$ cat src/rtl/mc_main_ctrl.sv
// mc_main_ctrl: multi-cycle MIPS main control FSM.
// Moore decode of state plus FETCH handshake terms; memory states stall on mem_ready_i.
module mc_main_ctrl (
  input  logic       clk_i,
  input  logic       rst_i,
  input  logic [5:0] op_i,
  input  logic       mem_ready_i,
  output logic       pc_write_o,
  output logic       pc_write_cond_o,
  output logic       branch_ne_o,
  output logic       iord_o,
  output logic       mem_read_o,
  output logic       mem_write_o,
  output logic       ir_write_o,
  output logic       mem_to_reg_o,
  output logic       reg_write_o,
  output logic       reg_dst_o,
  output logic       alu_src_a_o,
  output logic [1:0] alu_src_b_o,
  output logic [1:0] pc_source_o,
  output logic [2:0] ALUOp_o,
  output logic [3:0] state_o,
  output logic       illegal_o
);
  typedef enum logic [3:0] {
    FETCH, DECODE, MEM_ADDR, MEM_RD, MEM_WB, MEM_WR,
    R_EXEC, R_WB, BRANCH, JUMP, I_EXEC, I_WB
  } state_t;
  localparam logic [5:0] OP_R = 6'h00, OP_J = 6'h02, OP_BEQ = 6'h04, OP_BNE = 6'h05,
                         OP_ADDI = 6'h08, OP_SLTI = 6'h0A, OP_ORI = 6'h0D, OP_LUI = 6'h0F,
                         OP_LW = 6'h23, OP_SW = 6'h2B;
  state_t state, nxt, dec;
  logic [5:0] op_q;
  always_comb begin
    dec = FETCH;
    case (op_i)
      OP_LW, OP_SW: dec = MEM_ADDR;
      OP_R: dec = R_EXEC;
      OP_BEQ, OP_BNE: dec = BRANCH;
      OP_J: dec = JUMP;
      OP_ADDI, OP_SLTI, OP_ORI, OP_LUI: dec = I_EXEC;
      default: dec = FETCH;
    endcase
    nxt = FETCH;
    case (state)
      FETCH: nxt = mem_ready_i ? DECODE : FETCH;
      DECODE: nxt = dec;
      MEM_ADDR: nxt = (op_q == OP_SW) ? MEM_WR : MEM_RD;
      MEM_RD: nxt = mem_ready_i ? MEM_WB : MEM_RD;
      MEM_WR: nxt = mem_ready_i ? FETCH : MEM_WR;
      R_EXEC: nxt = R_WB;
      I_EXEC: nxt = I_WB;
      default: nxt = FETCH;
    endcase
  end
  always_ff @(posedge clk_i or negedge rst_i) begin
    if (!rst_i) begin
      state <= FETCH;
      op_q <= '0;
    end else begin
      state <= nxt;
      if (state == DECODE) op_q <= op_i;
    end
  end
  // Enables are gated by rst_i so nothing writes while reset is held.
  assign pc_write_o      = rst_i & ((state == FETCH & mem_ready_i) | state == JUMP);
  assign ir_write_o      = rst_i & state == FETCH & mem_ready_i;
  assign pc_write_cond_o = rst_i & state == BRANCH;
  assign mem_read_o      = rst_i & (state == FETCH | state == MEM_RD);
  assign mem_write_o     = rst_i & state == MEM_WR;
  assign reg_write_o     = rst_i & (state == MEM_WB | state == R_WB | state == I_WB);
  assign branch_ne_o     = state == BRANCH & op_q == OP_BNE;
  assign iord_o          = state == MEM_RD | state == MEM_WR;
  assign mem_to_reg_o    = state == MEM_WB;
  assign reg_dst_o       = state == R_WB;
  assign alu_src_a_o     = state == MEM_ADDR | state == R_EXEC | state == I_EXEC | state == BRANCH;
  assign alu_src_b_o     = state == DECODE ? 2'd3 :
                           (state == MEM_ADDR | state == I_EXEC) ? 2'd2 :
                           (state == R_EXEC | state == BRANCH) ? 2'd0 : 2'd1;
  assign pc_source_o     = state == BRANCH ? 2'd1 : state == JUMP ? 2'd2 : 2'd0;
  assign ALUOp_o         = state == R_EXEC ? 3'd2 :
                           state == BRANCH ? (op_q == OP_BNE ? 3'd7 : 3'd1) :
                           state == I_EXEC ? (op_q == OP_SLTI ? 3'd5 : op_q == OP_ORI ? 3'd0 :
                                              op_q == OP_LUI ? 3'd3 : 3'd4) : 3'd4;
  assign state_o         = state;
  assign illegal_o       = state == DECODE & dec == FETCH;
endmodule

$ cat config.mk
export PLATFORM = sky130hd
export DESIGN_NAME = mc_main_ctrl
export DESIGN_NICKNAME = d
export VERILOG_FILES = /design/src/rtl/mc_main_ctrl.sv
export SDC_FILE = /design/constraint.sdc
export NUM_CORES = 1
export LEC_CHECK = 0
export ABC_AREA = 1
export BUFFER_PORTS_ARGS = -buffer_cell sky130_fd_sc_hd__buf_2
export CAP_MARGIN = 20
export CORE_UTILIZATION = 47
export DETAILED_ROUTE_END_ITERATION = 12
export GPL_ROUTABILITY_DRIVEN = 0
export MAX_ROUTING_LAYER = met4
export PLACE_DENSITY_LB_ADDON = 0.15
export SLEW_MARGIN = 25
export SYNTH_ARGS = -nofsm -noshare
export SYNTH_HDL_FRONTEND = slang
export SYNTH_SLANG_ARGS = --single-unit
$ cat constraint.sdc
create_clock -name clk_i -period 1.4 [get_ports clk_i]
set_input_delay 0.28 -clock clk_i [delete_from_list [all_inputs] [get_ports clk_i]]
set_output_delay 0.28 -clock clk_i [all_outputs]
set_load 0.02 [all_outputs]
==> impl_metrics.ini, run 1 <==
[place]
numPortBuffers = 31
dp_hpwl_um = 2140
preCtsSetupSlack_ps = -117

[logic_synthesis]
syn_area_per_cell_um2 = 5.80
ys_types = 17
syn_nets = 151
seq_area_frac_synth_pct = 30.4
ys_seq_elements = 10
synth_cells = 142
yosysWarnings = 0
netlist_area_um2 = 823

[sta]
grt-worst-endpoint = ALUOp_o[1]
worst-ep-kind = top-level output

[clock_network]
cts_root_buf = clkbuf_4
htree_levels = 1
cts_buffers = 3
clock-sinks = 10
cts_buffer_depth = 2

[global_routing]
grt_max_degree = 12
antenna_found_initial = 0

[die]
die_h_um = 43.9
start_util_pct = 52.2
top_level_ports = 32
die_x_um = 43.9
rows = 14

[run_status]
tool.error = [ERROR DPL-0033] detailed placement checks failed during check placement.
status = aborted with a tool error
failing_step = global routing
## through the flow
stage	instances	cell area [µm²]
2_1_floorplan	142	926
3_3_place_gp	207	1230
3_5_place_dp	207	1230
4_1_cts	218	1450
## cell usage after synthesis
| cell type | number | area [µm²] |
|---|---|---|
| nand2_1 | 41 | 154 |
| nand2_2 | 1 | 6.26 |
| inv_1 | 24 | 90.1 |
| nor2_1 | 31 | 116 |
| or2_0 | 1 | 6.26 |
| buf_6 | 1 | 11.3 |
| o21ai_0 | 4 | 20.0 |
| a21oi_1 | 4 | 20.0 |
| inv_2 | 1 | 3.75 |
| nand4_1 | 2 | 12.5 |
| nor3_1 | 2 | 10.0 |
| nor2_4 | 2 | 22.5 |
| nand3_1 | 11 | 55.1 |
| dfrtp_1 | 10 | 250 |
| nor2_2 | 2 | 12.5 |
| o21ai_1 | 4 | 20.0 |
| nand4_2 | 1 | 12.5 |
## logic make-up after synthesis
family	Yosys count	share of synthesized area, %
AND/OR/NAND/NOR	94	49.5
buffers and inverters	26	12.8
flip-flops	10	30.4
AO/OA/AOI/OAI	12	7.30
## timing repair
action,in CTS
setup endpoints to repair,19
hold endpoints to repair,2
pin swaps,6
buffers inserted,5
gates resized for setup,43
gates cloned,0
hold buffers,2
==> run 2, diff against run 1 <==
Settings changed: CORE_AREA set to 2 2 63 65, CORE_UTILIZATION 47 to not set, DIE_AREA set to 0 0 65 67, MAX_ROUTING_LAYER met4 to not set.
==> run 2 against run 1 <==
Effect of this change:
- the flow now finishes, with violations (negative setup slack)
- synthesized area stayed put
- synthesized cell count stayed put
==> impl_metrics.ini, run 2 <==
[drt]
via_per_inst = 4.16
dr.pass1.iters = 4
vias = 1043
drt_iter0_markers = 15
wl_um = 2610
route.detailed.drc = 0
wl_per_cell_um = 10.4
ant_nets = 0

[critical_path]
critPathMaxFanout = 4
r2r_cells = 8
crit_type = reg2out
end_kind = output pin
reg2reg_slack_ps = 120
worstPathArrival_ps = 1390
r2r-end = state_o[1]$_DFF_PN0_
required_ps = 1120
cp-start-kind = flip-flop
r2r_start = state_o[1]$_DFF_PN0_

[clock_network]
clk-insertion-delay-late_ps = 230
htree_levels = 1
cts_tree = built
cts_root_buf = clkbuf_8
cts_buffers = 3
ctsHoldBuffers = 0
clock-sinks = 10
clk_pin_slew_ps = 50
cts_buffer_depth = 2

[cells_and_area]
largest_reg_flops = 6
utilization_pct = 43.4
drive_above_1_share_pct = 55.2
nNetsFinal = 213
regMostFlops = op_q
layout_common_cells = nand2_1 (31), buf_4 (31), nor2_1 (20), inv_1 (16), buf_6 (14)
area_growth_pct = 90.0
antenna_cells = 0

[logic_synthesis]
yosys_most_used_dff = dfrtp_1
async_flop_share_pct = 100
synth_cells = 142
yosysWarnings = 0
netlist_area_um2 = 823
synth.top_cell.area_share_pct = 30.4
syn_nets = 151
yosysMostFrequentCell = nand2_1
syn_area_per_cell_um2 = 5.80
synth_enable_flop_cells = 0
ys_types = 17
yosys.area.top_type = dfrtp_1
yosys-top-cells-area = dfrtp_1 (30%), nand2_1 (19%), nor2_1 (14%)
seq_area_frac_synth_pct = 30.4
ys_seq_elements = 10
ys_top_cells_by_count = nand2_1 (41), nor2_1 (31), inv_1 (24)

[sta]
hold_viol_final = 0
rsz0062_at_grt = true
final_max_slew_viol_count = 0
fmax_mhz = 600
setup_violations = 19
worstMarginPinSlew_ps = 323
layout_setup_ws_ps = -266
clock-skew-final_ps = 2.42
relSlewSlack_pct = 78.4
post-route-period-util_pct = 119
min_period_ps = 1670

[pwr]
p_leak_nw = 0.863
pwr_density_cell_nw_per_um2 = 1640
peakVddDrop_mv = 0.497

[global_routing]
grt_max_degree = 12
track_usage_pct = 12.8
antenna_found_initial = 0
grt_pass1_wl_um = 4290
grt-ovfl-total = 0
grt_pass1_vias = 980

[place]
preCtsSetupSlack_ps = -126
dp_hpwl_um = 2110
numPortBuffers = 31

[run]
drv_cap = 0

[die]
dieArea_um2 = 4360
start_util_pct = 22.8
top_level_ports = 32
core_area_um2 = 3610
rows = 22
die_x_um = 65
die_h_um = 67

[run_status]
status = finished with violations
violations = negative setup slack

[hold_path]
hold_path.class = in2async
## run 2: repair_timing
action                                  in CTS  in global routing
endpoints found under the setup margin      19                 19
resized for setup                           44                 16
setup buffers                                3                  0
hold endpoints to repair                     0                  0
pin swaps                                    7                  7
## run 2: per-layer routing
layer  vias up  part of all wire [%]  GRT usage [%]
met2        21                    49           22.2
li1        560                     -              -
met4         0                   1.0           5.59
met1       460                    47           16.1
met3         2                   3.1           1.01
met5         -                     0              0
## run 2: final cells by class
cell class                 instances  area [µm²]
sequential                        10         256
tap                               48        60.1
fill                             388        2040
multi-input combinational        106         641
inverter                          25        96.3
timing repair buffer              58         455
clock buffer                       4        55.1
## run 2: how the worst max path moves through the flow
stage	end	slack, ps	cells after the start	from
2_1_floorplan	illegal_o	-30	5	state_o[2]$_DFF_PN0_
3_3_place_gp	pc_write_o	-110	6	state_o[1]$_DFF_PN0_
3_5_place_dp	pc_write_o	-130	6	state_o[1]$_DFF_PN0_
4_1_cts	pc_write_o	-270	6	state_o[2]$_DFF_PN0_
5_1_grt	ALUOp_o[0]	-320	7	state_o[1]$_DFF_PN0_
6_report	ALUOp_o[0]	-270	7	state_o[1]$_DFF_PN0_
## run 2: cell families after synthesis
logic type | Yosys count | share of synthesized area (%)
AO/OA/AOI/OAI | 12 | 7.30
buffers and inverters | 26 | 12.8
AND/OR/NAND/NOR | 94 | 49.5
flip-flops | 10 | 30.4
## run 2: per-stage QoR
| stage | hold WS, ps | area (µm²) | total power [W] | setup TNS [ps] | instances |
|---|---|---|---|---|---|
| floorplan | -15.6 | 926 | 0.00136 | -53.6 | 142 |
| global placement | 271 | 1310 | 0.00191 | -438 | 244 |
| detailed placement | 273 | 1310 | 0.00191 | -474 | 244 |
| CTS | 27.8 | 1510 | 0.00249 | -3770 | 251 |
| global route | 30.8 | 1560 | 0.00278 | -4600 | 251 |
| finish | 23.9 | 1560 | 0.00257 | -3440 | 251 |
## run 2: report_power, final
part           internal [W]  switching [W]
logic              0.000741       0.000919
registers          0.000418       0.000139
clock network      0.000247       0.000106
total               0.00140        0.00116
## run 2: worst max-delay path: stages, from the launching register on
cell,delay (ps)
dfrtp_2,400
inv_2,70
nor2_4,160
nand2_2,100
nor2_2,100
nand3_2,120
nand3_2,90
buf_6,110
Note: power is estimated with default switching activity, not from simulation.
